[config.mk]
export PLATFORM = sky130hd
export DESIGN_NAME = mem_wb_sram_stage
export DESIGN_NICKNAME = d
export VERILOG_FILES = /design/src/rtl/mem_wb_sram_stage.sv
export SDC_FILE = /design/constraint.sdc
export NUM_CORES = 1
export LEC_CHECK = 0
export ABC_AREA = 1
export BUFFER_PORTS_ARGS = -buffer_cell sky130_fd_sc_hd__clkbuf_2
export CORE_AREA = 2 2 120 122
export CTS_BUF_LIST = sky130_fd_sc_hd__clkbuf_4 sky130_fd_sc_hd__clkbuf_8
export CTS_CLUSTER_SIZE = 10
export DETAILED_ROUTE_END_ITERATION = 8
export DIE_AREA = 0 0 122 124
export PLACE_DENSITY = 0.77
export SKIP_LAST_GASP = 1
export SYNTH_ARGS = -nofsm -noshare
export SYNTH_HDL_FRONTEND = slang
export SYNTH_SLANG_ARGS = --single-unit
[constraint.sdc]
create_clock -name clk -period 9.6 [get_ports clk]
set_input_delay 0.48 -clock clk [delete_from_list [all_inputs] [get_ports clk]]
set_output_delay 0.48 -clock clk [all_outputs]
set_load 0.02 [all_outputs]
[src/rtl/mem_wb_sram_stage.sv]
// MEM/WB pipeline stage: multi-cycle SRAM loads/stores, upstream stall, writeback register.
// Optional write posting (stores do not stall) is enabled by defining SRAM_WRITE_POSTING_EN.
module mem_wb_sram_stage #(
    parameter int unsigned WAIT_CYCLES = 5,
    parameter int unsigned BASE_ADDR   = 1024,
    parameter int unsigned SRAM_AW     = 17
) (
    input  logic               clk,
    input  logic               rst,
    input  logic               WB_ENin,
    input  logic [1:0]         MEM_Signal,
    input  logic [31:0]        ALU_Res,
    input  logic [31:0]        ST_Val,
    input  logic [4:0]         destIn,
    output logic               pause,
    output logic               WB_ENout,
    output logic [4:0]         WB_Dest,
    output logic [31:0]        WB_Data,
    output logic [SRAM_AW-1:0] SRAM_ADDR,
    output logic [31:0]        SRAM_WDATA,
    input  logic [31:0]        SRAM_RDATA,
    output logic               SRAM_CE_N,
    output logic               SRAM_WE_N
);

`ifdef SRAM_WRITE_POSTING_EN
    localparam bit Posting = 1'b1;
`else
    localparam bit Posting = 1'b0;
`endif

    localparam int unsigned CW = $clog2(WAIT_CYCLES + 1);

    localparam logic [1:0] IDLE   = 2'd0;
    localparam logic [1:0] ACCESS = 2'd1;
    localparam logic [1:0] DONE   = 2'd2;

    logic [1:0]         state_q, state_d;
    logic [CW-1:0]      cnt_q;
    logic               is_store_q;
    logic [31:0]        rd_q;
    logic               is_load, is_store, mem_req, last;
    logic [SRAM_AW-1:0] word_addr;

    assign is_load   = (MEM_Signal == 2'b10);
    assign is_store  = (MEM_Signal == 2'b01);
    assign mem_req   = is_load | is_store;
    assign last      = (cnt_q == CW'(WAIT_CYCLES - 1));
    assign word_addr = SRAM_AW'((ALU_Res - 32'(BASE_ADDR)) >> 2);

    assign SRAM_CE_N = !(state_q == ACCESS);
    assign SRAM_WE_N = !((state_q == ACCESS) && is_store_q);

    always_comb begin
        pause   = 1'b0;
        state_d = state_q;
        case (state_q)
            IDLE: begin
                if (mem_req) begin
                    pause   = Posting ? is_load : 1'b1;
                    state_d = ACCESS;
                end
            end
            ACCESS: begin
                // A posted store only stalls a following memory op.
                pause = (Posting && is_store_q) ? mem_req : 1'b1;
                if (last) state_d = DONE;
            end
            DONE: begin
                // A memory op waiting behind a posted store must not advance here.
                pause   = Posting && is_store_q && mem_req;
                state_d = IDLE;
            end
            default: state_d = IDLE;
        endcase
    end

    always_ff @(posedge clk or posedge rst) begin
        if (rst) begin
            state_q    <= IDLE;
            cnt_q      <= '0;
            is_store_q <= 1'b0;
            rd_q       <= '0;
            SRAM_ADDR  <= '0;
            SRAM_WDATA <= '0;
        end else begin
            state_q <= state_d;
            if (state_q == IDLE && mem_req) begin
                SRAM_ADDR  <= word_addr;
                SRAM_WDATA <= ST_Val;
                is_store_q <= is_store;
                cnt_q      <= '0;
            end else if (state_q == ACCESS) begin
                cnt_q <= cnt_q + CW'(1);
                if (last && !is_store_q) rd_q <= SRAM_RDATA;
            end
        end
    end

    always_ff @(posedge clk or posedge rst) begin
        if (rst) begin
            WB_ENout <= 1'b0;
            WB_Dest  <= '0;
            WB_Data  <= '0;
        end else if (!pause) begin
            WB_ENout <= WB_ENin;
            WB_Dest  <= destIn;
            WB_Data  <= (state_q == DONE && !is_store_q) ? rd_q : ALU_Res;
        end else begin
            WB_ENout <= 1'b0;
        end
    end

endmodule
# Word-level counts from Yosys, hierarchy flattened
# Cells that the tools add are included.
# totals
elab_cells	40
out_inout_bits	90
reg_bits	125
in_bits	106
# classes
eq_ne	7
muxes	9
add_sub_neg	2
n_reduce_logical	11
bitwise	2
# ops
op	n
32-bit 2-to-1 mux	1
19-bit by 11-bit subtractor with 19-bit output, second input constant	1
3-bit 2-to-1 mux	2
2-bit by 1-bit == test with 1-bit output, second input constant	2
2-bit == test, second input constant	2
1-bit logical AND	4
2-bit 2-to-1 mux	2
2-bit inequality test, second input constant	2
2-bit case mux with 2 select lines	1
3-bit by 1-bit adder with 3-bit output, second input constant	1
3-bit == test, second input constant	1
1-bit logical NOT	3
3-bit AND reduction	1
2-bit logical NOT	1
1-bit 2-to-1 mux	2
1-bit case mux with 2 select lines	1
2-bit AND reduction	1
2-bit nonzero test	1
1-bit NOT	1
1-bit bitwise OR	1

# Logic depth before layout (Yosys ltp)
# Gate-level depths: netlist (run 1).
# depth
ltp_word	5
ltp_mapped	8
ltp_nobuf	7

# Least setup slack after synthesis (run 1)
# OpenSTA, ideal clock, no wires.
# synth_path
kind	input -> output
startpoint	input MEM_Signal[1]
endpoint	output pause
stages	6
arrival_time_ps	1341
slack_ps	7779
t_required_ps	9120
n_path_buf	1
path_cell_list	inv_1 -> ha_1 -> nor2_8 -> nor2_4 -> inv_2 -> buf_2
# synth_via
elab_chain_len	4
word_cells_on_any_way	5
classes_between	2 x eq/ne; 2 x mux; 1 x bitwise
# synth_rtl
element	line	rtl
start: declaration	11	input logic [1:0] MEM_Signal,
2-bit == test or 2-bit by 1-bit == test with 1-bit output (tied branches)	45, 46	
1-bit bitwise OR *	47	assign mem_req = is_load | is_store;
1-bit 2-to-1 mux *	59	if (mem_req) begin
1-bit case mux with 2 select lines *	57	case (state_q)
end: declaration	15	output logic pause,
# Mark *: on every way between the ends. The rest lies on a longest branch, timed or not.

# Final worst setup path (run 1)
# layout_path
startpoint	register state_q[1]
endpoint	output pause
# layout_via
elab_chain_len	2
word_cells_on_any_way	3
classes_between	1 x eq/ne; 1 x mux; 1 x reduce/logical
# layout_rtl
element	line	rtl
start: declaration	38	logic [1:0] state_q, state_d;
start signal: assignment	87	state_q <= state_d;
2-bit by 1-bit == test with 1-bit output or 2-bit logical NOT (tied branches)	57	
1-bit case mux with 2 select lines *	57	
# Marks and branches as above.

==> summary.md, run 1 <==
| Metric | Value |
|---|---|
| Status | finished, final reports clean |
| # Post-CTS Setup Buffers | 0 |
| P_leak | 4.019 nW |
| Met2 usage | 30.03% |
| Worst EP arrival | 2.52 ns |
| CTS buffer count | 17 |
| Post-synth design cell area | 0.005404 mm^2 |
| Largest net degree at the start of global routing | 73 |
| Transition time of the tightest slew-check pin | 0.9141 ns |
| First-pass GRT wire length | 21.29 mm |
| Worst hold path class | input pin to asynchronous set/reset pin |
| Initial antenna violation count | 0 |
| Vias in the first global route | 4381 |
| Post-DP HPWL | 9.248 mm |
| Clock latency on the worst-skew pair | 0.44 ns |
| Hold WS | 0.06504 ns |
| Die Span X | 122 um |
| Post-place setup slack | 6.715 ns |
| Clock H-tree levels | 4 |
| Top Usage Layer GRT | met2 |
| CTS tree | done |
| Bufs on Longest Clock Path | 2 |
| Synth Area per Inst | 8.510 um^2 |
| RSZ-0062 raised after global routing | false |
| Routed vias | 4674 |
| Hold Fails Final Rpt | 0 |
| Routed len/inst | 13.36 um |
| R2r endpoint | WB_Data[19] |
| Slew margin rel. | 38.97% |
| Area growth syn-to-layout | 27.53% |
| Fillers | 1338 |
| Worst R2R Path Depth | 5 |
| Crit Path Max Fanout | 40 |
| 1st-iter DRT viols | 224 |
| RR Startpoint | state_q[1] |
| Max Cap Viol | 0 |
| Placer Congestion | 0.8075 |
| GRT Residual Overflow | 0 |
| Maximum vdd drop | 0.0001559 V |
| Initial Util | 39.39% |
| Die area | 0.01513 mm^2 |
| Share of layout cells above drive strength 1 | 29.33% |
| Core box area | 0.01372 mm^2 |
| Yosys cell types | 24 |
| Synthesis Warnings | 0 |
| Via-to-Cell Ratio | 4.619 |
| # rows | 43 |
| Power per Cell Area | 352.2 mW/mm^2 |
| Multi-input logic area | 0.001911 mm^2 |
| Root Buffer | clkbuf_8 |
| Setup TNS Final | 0 ns |
| Top Ports | 196 |
| Peak Freq | 333.0 MHz |
| Antenna Nets Post-Route | 0 |
| WS Path Type | flip-flop to primary output |
| Slew Viols, Final | 0 |
| Port Buffer Count | 195 |
| Req. time, crit path | 9.12 ns |
| Post-CTS Hold Fix Bufs | 0 |
| First-pass iteration count of the detailed router | 4 |
| Final Worst Setup Slack | 6.597 ns |
| Met3 Track Usage GR | 4.533% |
| Slack of the worst reg-to-reg path | 7.50 ns |
| Crit end category | primary output |
| Clock sink total | 125 |
| Total power | 2.427 mW |
| Global Route Usage Sum | 18.44% |
| Met1 Track Usage GR | 23.27% |
| Number of synthesized register bits | 125 |
| Worst Clk Skew | 0.01005 ns |
| Reg clk slew, reported paths | 0.07 ns |
| Die Span Y | 124 um |
| Post-detailed-route DRC marker count | 0 |
| Post-Syn Nets | 745 |
| Fin crit share | 31.28% |
| Register area | 0.003128 mm^2 |
| Post-CTS resize count | 0 |
| Startpoint types | flip-flop |
| Post-synthesis sequential area ratio | 57.88% |
| Ant. Diodes | 0 |
| Final setup fails | 0 |
| Final WL | 13.52 mm |
| Crit path time final | 3.003 ns |
| Fin nets | 929 |
| Synthesized instance count | 635 |
==> critical path: stages (launching register included) <==
cell	delay [ns]
dfrtp_1	0.42
nor2_4	0.72
nor2_4	0.07
inv_2	0.56
clkbuf_2	0.29
==> Yosys cell counts, drive strengths merged <==
library cell	n	area, um^2
dfrtp	125	3128
a31oi	3	18.77
xnor2	1	8.760
o21bai	1	7.510
nand3	38	190.2
o21ai	15	75.07
o211ai	32	240.2
ha	4	50.05
nor2	18	93.84
buf	33	206.4
nand2	318	1204
inv	44	165.1
nand4	1	6.260
clkbuf	1	3.750
or2	1	6.260
==> flip-flops by register name, indices dropped and copies added, names as in the netlist <==
| register | cells |
|---|---|
| SRAM_ADDR | 17 |
| state_q | 2 |
| WB_Data | 32 |
| WB_Dest | 5 |
| cnt_q | 3 |
| SRAM_WDATA | 32 |
| is_store_q | 1 |
| WB_ENout | 1 |
| rd_q | 32 |
==> area by class of cell <==
cell class / instances / share of cell area [%]
clock buffers: 21 / 4.194
clock inverters: 11 / 2.360
inverters: 44 / 2.469
well taps: 180 / 3.268
flip-flops and latches: 125 / 45.39
multi-input cells: 432 / 27.72
repair buffers: 199 / 14.60
==> layer usage <==
metal | routed length, um | vias to the layer above
li1 | - | 2348
met1 | 6008 | 2148
met2 | 6441 | 157
met3 | 777 | 21
met4 | 293 | 0
met5 | 0 | -
==> power by group <==
part / total, mW / internal [mW] / switching [mW]
Combinational: 0.979 / 0.304 / 0.674
Clock: 0.514 / 0.309 / 0.205
Sequential: 0.934 / 0.788 / 0.147
==> through the flow <==
step | instance area [um^2] | util [%] | std cells
final | 6892 | 50.23 | 1012
after global routing | 6892 | 50.23 | 1012
after CTS | 6892 | 50.23 | 1012
after detailed placement | 6440 | 46.94 | 980
after global placement | 6440 | 46.94 | 980
after floorplan | 5404 | - | 635
==> placed cells by master, fill, tap and decap left out, types with 2 or more instances in the layout <==
cell | synthesis | routed
nor2_1 | 15 | 14
dfrtp_1 | 125 | 125
inv_2 | 4 | 4
bufinv_16 | 0 | 4
nand2_2 | 1 | 2
ha_1 | 4 | 4
clkinv_2 | 0 | 4
inv_1 | 40 | 39
buf_4 | 7 | 4
nand3_1 | 38 | 38
o21ai_0 | 15 | 15
clkbuf_8 | 0 | 21
a31oi_1 | 3 | 3
nor2_4 | 1 | 2
clkinvlp_4 | 0 | 3
nand2_1 | 316 | 315
clkbuf_2 | 0 | 195
o211ai_1 | 32 | 32
==> cell families after synthesis <==
| kind of cell | after synthesis | synth area share [%] |
|---|---|---|
| AOI/OAI and AO/OA | 51 | 6.321 |
| xor gates and xnor gates | 1 | 0.1621 |
| and+or+nand+nor | 376 | 27.76 |
| buffers and inverters | 78 | 6.946 |
| adders and majority gates | 4 | 0.9262 |
| DFF | 125 | 57.88 |
==> worst max path at each step <==
| stage | start | cells past startpoint | slack [ns] | to |
|---|---|---|---|---|
| CTS | state_q[1] | 4 | 6.50 | pause |
| finish | state_q[1] | 4 | 6.60 | pause |
| global route | state_q[1] | 4 | 6.37 | pause |
| global placement | MEM_Signal[1] | 7 | 6.72 | pause |
| detailed placement | MEM_Signal[1] | 7 | 6.71 | pause |
| floorplan | rst | 1 | 5.79 | SRAM_ADDR[0] |
No activity file was read; power rests on OpenSTA's default activity.
==> inputs of run 2 (changes only) <==
==> constraint.sdc (replaced) <==
create_clock -name clk -period 2.9 [get_ports clk]
set_input_delay 0.145 -clock clk [delete_from_list [all_inputs] [get_ports clk]]
set_output_delay 0.145 -clock clk [all_outputs]
set_load 0.02 [all_outputs]
==> run 2 against run 1 <==
Routed wire length increased by 13%. Worst setup slack lost 6.1 ns. Clock power increased to 3.2 times the previous value. Total power rose to 3.4 times the previous value. Clock skew decreased by 0.0018 ns. Hold slack got worse by 0.031 ns. Via count is 7.6% higher. Sequential power grew to 3.3 times the previous value. Flip-flop and latch count unchanged. Register-to-register slack worse by 6.7 ns. Critical path type unchanged. Highest routed layer unchanged.
==> summary.md, run 2 (synthesized netlist as in run 1, its figures left out) <==
| Metric | Value |
|---|---|
| Post-CTS resize count | 0 (unchanged) |
| RR Startpoint | state_q[1] |
| Transition time of the tightest slew-check pin | 1.056 ns (+0.1420 ns) |
| Hold WS | 0.03354 ns (-0.03150 ns) |
| Startpoint types | flip-flop |
| First-pass iteration count of the detailed router | 4 (unchanged) |
| Routed vias | 5029 (+7.6%) |
| Fillers | 1224 (-8.5%) |
| Reg clk slew, reported paths | 0.07 ns (about the same) |
| Dpl cell area | 0.006466 mm^2 (+0.41%) |
| Setup TNS Final | 0 ns (unchanged) |
| Crit end category | primary output |
| # Post-CTS Setup Buffers | 0 (unchanged) |
| GRT Residual Overflow | 0 (unchanged) |
| Worst hold path class | input pin to flip-flop |
| Die Span X | 122 um (unchanged) |
| Most frequent cells in the layout | nand2_1, clkbuf_2, dfrtp_1 |
| Top Registers | SRAM_WDATA x32, WB_Data x32, rd_q x32 |
| Die Span Y | 124 um (unchanged) |
| Worst EP arrival | 2.28 ns (-0.24 ns) |
| Slew Viols, Final | 0 (unchanged) |
| Req. time, crit path | 2.76 ns (-6.36 ns) |
| Via-to-Cell Ratio | 4.589 (-0.65%) |
| Vias in the first global route | 4940 (+13%) |
| Maximum vdd drop | 0.0005044 V (+220%) |
| Routed len/inst | 13.97 um (+4.6%) |
| Antenna Nets Post-Route | 0 (unchanged) |
| Fin crit share | 83.51% |
| R2r endpoint | WB_Data[28] |
| Hold endpoint | WB_Data[20] |
| Worst Clk Skew | 0.008289 ns (-0.001760 ns) |
| Ant. Diodes | 0 (unchanged) |
| First-pass GRT wire length | 23.83 mm (+12%) |
| Status | finished, final reports clean |
| Hold Fails Final Rpt | 0 (unchanged) |
| 1st-iter DRT viols | 289 (+29%) |
| Min-Delay Path Depth | 5 |
| Final setup fails | 0 (unchanged) |
| Placer Congestion | 0.7909 (-2.1%) |
| Power per Cell Area | 1061 mW/mm^2 (+200%) |
| Design area | 0.007721 mm^2 (+12%) |
| # rows | 43 (unchanged) |
| Slew margin rel. | 29.52% (-9.5 points) |
| RSZ-0062 raised after global routing | false |
| Most common cell after layout, fill and taps aside | nand2_1 |
| Hold Startpoint | ALU_Res[20] |
| Global Route Usage Sum | 20.35% (+1.9 points) |
| CTS tree | done |
| Area growth syn-to-layout | 42.88% |
| Crit path time final | 2.422 ns |
| Multi-input logic area | 0.001917 mm^2 (+0.33%) |
| Top Ports | 196 (unchanged) |
| Die area | 0.01513 mm^2 (unchanged) |
| Clock sink total | 125 (unchanged) |
| Slack of the worst reg-to-reg path | 0.79 ns (-6.71 ns) |
| CTS buffer count | 17 (unchanged) |
| Port Buffer Count | 195 (unchanged) |
| Final WL | 15.31 mm (+13%) |
| Initial antenna violation count | 0 (unchanged) |
| P_leak | 4.377 nW (+8.9%) |
| Fin nets | 1013 (+9.0%) |
| Post-DP HPWL | 9.363 mm (+1.2%) |
| Peak Freq | 412.9 MHz |
| Core box area | 0.01372 mm^2 (unchanged) |
| Worst R2R Path Depth | 8 (+3) |
| Bufs on Longest Clock Path | 2 (unchanged) |
| Clock H-tree levels | 4 (unchanged) |
| Max Cap Viol | 0 (unchanged) |
| Clock latency on the worst-skew pair | 0.44 ns (about the same) |
| Share of layout cells above drive strength 1 | 26.97% (-2.4 points) |
| Crit Path Max Fanout | 31 (-23%) |
| Largest net degree at the start of global routing | 102 (+40%) |
| Post-detailed-route DRC marker count | 0 (unchanged) |
| Root Buffer | clkbuf_8 |
| Initial Util | 39.39% (unchanged) |
| Register area | 0.003128 mm^2 (unchanged) |
| WS Path Type | flip-flop to primary output |
[run 2: routing by layer]
layer  track usage [%]  share of wire, %
met1             24.87                43
met2             35.16                49
met3             4.853               5.8
met4             7.399               1.5
met5                 0                 0
[run 2: worst max path at each step]
stage,endpoint,slack [ns],from
final,pause,0.48,state_q[1]
after global routing,pause,0.32,state_q[1]
after CTS,pause,0.06,state_q[1]
after detailed placement,WB_Data[28],0.32,MEM_Signal[0]
after global placement,WB_Data[11],0.32,MEM_Signal[0]
after floorplan,SRAM_ADDR[0],1.22,rst
[run 2: cell type report]
cell class / instances / share of cell area (%)
Sequential cell: 125 / 40.51
Multi-Input combinational cell: 433 / 24.83
Clock inverter: 6 / 1.361
Timing Repair Buffer: 282 / 23.89
Clock buffer: 26 / 4.310
Tap cell: 180 / 2.917
Inverter: 44 / 2.188
[run 2: worst max-delay path, stage by stage (launching register included)]
cell and delay [ns]:
dfrtp_1 0.40, inv_2 0.05, nand2_2 0.11, nor2_8 0.05
nor2_4 0.52, inv_2 0.43, clkbuf_2 0.26
[run 2: power breakdown]
| group | switching (mW) | internal, mW |
|---|---|---|
| Clock | 0.651 | 1.00 |
| Combinational | 2.34 | 1.10 |
| Sequential | 0.496 | 2.61 |
[run 2: per-stage QoR]
stage / utilization [%] / std cells / setup slack (ns) / power (mW)
5_1_grt: 56.28 / 1096 / 0.3247 / 8.803
3_3_place_gp: 47.13 / 982 / 0.3230 / 6.364
4_1_cts: 56.23 / 1095 / 0.06011 / 8.224
3_5_place_dp: 47.13 / 982 / 0.3201 / 6.467
6_report: 56.28 / 1096 / 0.4783 / 8.193
2_1_floorplan: - / 635 / 1.216 / 5.357
[run 2: repair_timing]
item,in CTS,in global routing
setup endpoints to repair,0,1
hold buffers,81,0
endpoints found under the hold margin,104,0
==> inputs of run 3 (changes only) <==
--- a/config.mk
+++ b/config.mk
@@ -12,7 +12,7 @@
 export CTS_CLUSTER_SIZE = 10
 export DETAILED_ROUTE_END_ITERATION = 8
 export DIE_AREA = 0 0 122 124
-export PLACE_DENSITY = 0.77
+export PLACE_DENSITY = 0.79
 export SKIP_LAST_GASP = 1
 export SYNTH_ARGS = -nofsm -noshare
 export SYNTH_HDL_FRONTEND = slang
==> constraint.sdc (replaced) <==
create_clock -name clk -period 1.95 [get_ports clk]
set_input_delay 0.0975 -clock clk [delete_from_list [all_inputs] [get_ports clk]]
set_output_delay 0.0975 -clock clk [all_outputs]
set_load 0.02 [all_outputs]
==> run 3 against run 2 <==
Via count increased by 3.3%. Core utilization increased by 1.9 points. Clock skew increased by 0.0029 ns. Cell area increased by 3.3%. Critical path depth unchanged. Flip-flop and latch count unchanged. Global-route usage increased by 0.47 points.
==> summary.md, run 3 (synthesized netlist as in run 1, its figures left out) <==
| Metric | Value |
|---|---|
| P_leak | 4.482 nW (+2.4%) |
| Final setup fails | 0 (unchanged) |
| Die Span Y | 124 um (unchanged) |
| Req. time, crit path | 1.85 ns (-0.91 ns) |
| Top Registers | SRAM_WDATA x32, WB_Data x32, rd_q x32 |
| Clock power share | 19.6% (-0.6 points) |
| Most common cell after layout, fill and taps aside | nand2_1 |
| Startpoint types | flip-flop |
| Antenna Nets Post-Route | 0 (unchanged) |
| RSZ-0062 raised after global routing | false |
| Ant. Diodes | 0 (unchanged) |
| Status | finished, final reports clean |
| Crit end category | primary output |
| # rows | 43 (unchanged) |
| Total power | 12.25 mW (+49%) |
| Placer Congestion | 0.7648 (-3.3%) |
| Area growth syn-to-layout | 47.58% |
| First-pass GRT wire length | 24.16 mm (+1.4%) |
| Routed vias | 5193 (+3.3%) |
| CTS tree | done |
| Post-detailed-route DRC marker count | 0 (unchanged) |
| Fin crit share | 84.27% |
| 1st-iter DRT viols | 263 (-9.0%) |
| Worst Clk Skew | 0.01123 ns (+0.002939 ns) |
| Register area | 0.003128 mm^2 (unchanged) |
| Hold Fails Final Rpt | 0 (unchanged) |
| Maximum vdd drop | 0.0006697 V (+33%) |
| Vias in the first global route | 5014 (+1.5%) |
| WS Path Type | flip-flop to primary output |
| # Post-CTS Setup Buffers | 0 (unchanged) |
| Post-DP HPWL | 9.578 mm (+2.3%) |
| Setup TNS Final | 0 ns (unchanged) |
| CTS buffer count | 17 (unchanged) |
| Fillers | 1200 (-2.0%) |
| Slew Viols, Final | 0 (unchanged) |
| Routed len/inst | 13.71 um (-1.9%) |
| Share of layout cells above drive strength 1 | 26.99% (+0.027 points) |
| Largest net degree at the start of global routing | 92 (-9.8%) |
| Core box area | 0.01372 mm^2 (unchanged) |
| Worst hold path class | input pin to flip-flop |
| Crit Path Max Fanout | 12 (-61%) |
| Most frequent cells in the layout | nand2_1, clkbuf_2, dfrtp_1 |
| Crit path time final | 1.643 ns |
| First-pass iteration count of the detailed router | 5 (+1) |
| Global Route Usage Sum | 20.82% (+0.47 points) |
| Post-CTS resize count | 0 (unchanged) |
| Max Cap Viol | 0 (unchanged) |
| Port Buffer Count | 195 (unchanged) |
| Via-to-Cell Ratio | 4.632 (+0.96%) |
| Sw Pwr | 5.194 mW (+49%) |
| Bufs on Longest Clock Path | 2 (unchanged) |
| Sequential share of power | 37.6% (-0.3 points) |
| Die area | 0.01513 mm^2 (unchanged) |
| Clock latency on the worst-skew pair | 0.43 ns (about the same) |
| Power per Cell Area | 1535 mW/mm^2 (+45%) |
| Peak Freq | 608.6 MHz |
| Root Buffer | clkbuf_8 |
| Die Span X | 122 um (unchanged) |
| GRT Residual Overflow | 0 (unchanged) |
| P_int | 7.052 mW (+50%) |
| Top Ports | 196 (unchanged) |
| Initial Util | 39.39% (unchanged) |
| Clock H-tree levels | 4 (unchanged) |
| Worst EP arrival | 1.55 ns (-0.73 ns) |
| Transition time of the tightest slew-check pin | 0.4985 ns (-0.5575 ns) |
| Switching part of the total power | 42.41% (-0.16 points) |
| Final WL | 15.36 mm (+0.35%) |
| Multi-input logic area | 0.001911 mm^2 (-0.33%) |
| Initial antenna violation count | 0 (unchanged) |
| Fin nets | 1038 (+2.5%) |
| Reg clk slew, reported paths | 0.07 ns (about the same) |
| Slew margin rel. | 66.77% (+37 points) |
| Clock sink total | 125 (unchanged) |
| Combinational power share | 42.8% (+0.8 points) |
## run 3: metrics by stage
step                hold slack [ns]  instances  util, %  area (um^2)  worst slack (ns)
detailed placement           0.2573        990    47.75         6551            0.4498
CTS                        0.003816       1121    58.13         7975            0.2363
global route                0.01646       1121    58.13         7975            0.1554
floorplan                    0.2037        635        -         5408            0.3132
global placement             0.2602        990    47.75         6551            0.4723
finish                      0.04759       1121    58.13         7975            0.3068
## run 3: area by class of cell
class,count,share of cell area (%)
Clock buffer,22,3.718
Timing Repair Buffer,308,26.45
Inverter,44,2.118
Clock inverter,10,1.710
Tap cell,180,2.824
Sequential cell,125,39.22
Multi-Input combinational cell,432,23.96
## run 3: final timing paths
kind | startpoint | endpoint | slack [ns] | cells after the start
setup / recovery | state_q[1] | pause | 0.31 | 6
hold / removal | ALU_Res[17] | SRAM_ADDR[15] | 0.05 | 4
setup reg to reg | cnt_q[0] | rd_q[20] | 0.42 | 7
hold reg to reg | SRAM_WDATA[24] | SRAM_WDATA[24] | 0.47 | 2
max in group asynchronous | rst | WB_Data[25] | 1.21 | 4
min in group asynchronous | rst | WB_Data[2] | 0.34 | 4
## run 3: routing by layer
layer	vias up	GRT usage, %	share of wire [%]
li1	2573	-	-
met4	0	7.543	1.3
met5	-	0	0
met1	2419	23.69	41
met2	183	36.94	52
met3	18	6.410	6.3
## run 3: power groups by stage
stage                     clock network [mW]  logic [mW]  registers, mW
after global placement                     0        5.01           4.57
after global routing                    2.62        5.83           4.74
after CTS                               2.48        5.28           4.59
after detailed placement                   0        5.12           4.62
after floorplan                            0        2.38           5.59
final                                   2.40        5.24           4.60
## run 3: timing repair
action / in CTS / in global routing
setup endpoints to repair: 0 / 0
hold buffers: 99 / 0
hold endpoints to repair: 227 / 0
## run 3: critical path, stage by stage, from the launching register on
cell and delay [ns]:
dfrtp_1 0.42, inv_2 0.07, nand2_2 0.08, nor2_8 0.11
nor2_4 0.05, inv_2 0.18, clkbuf_2 0.21
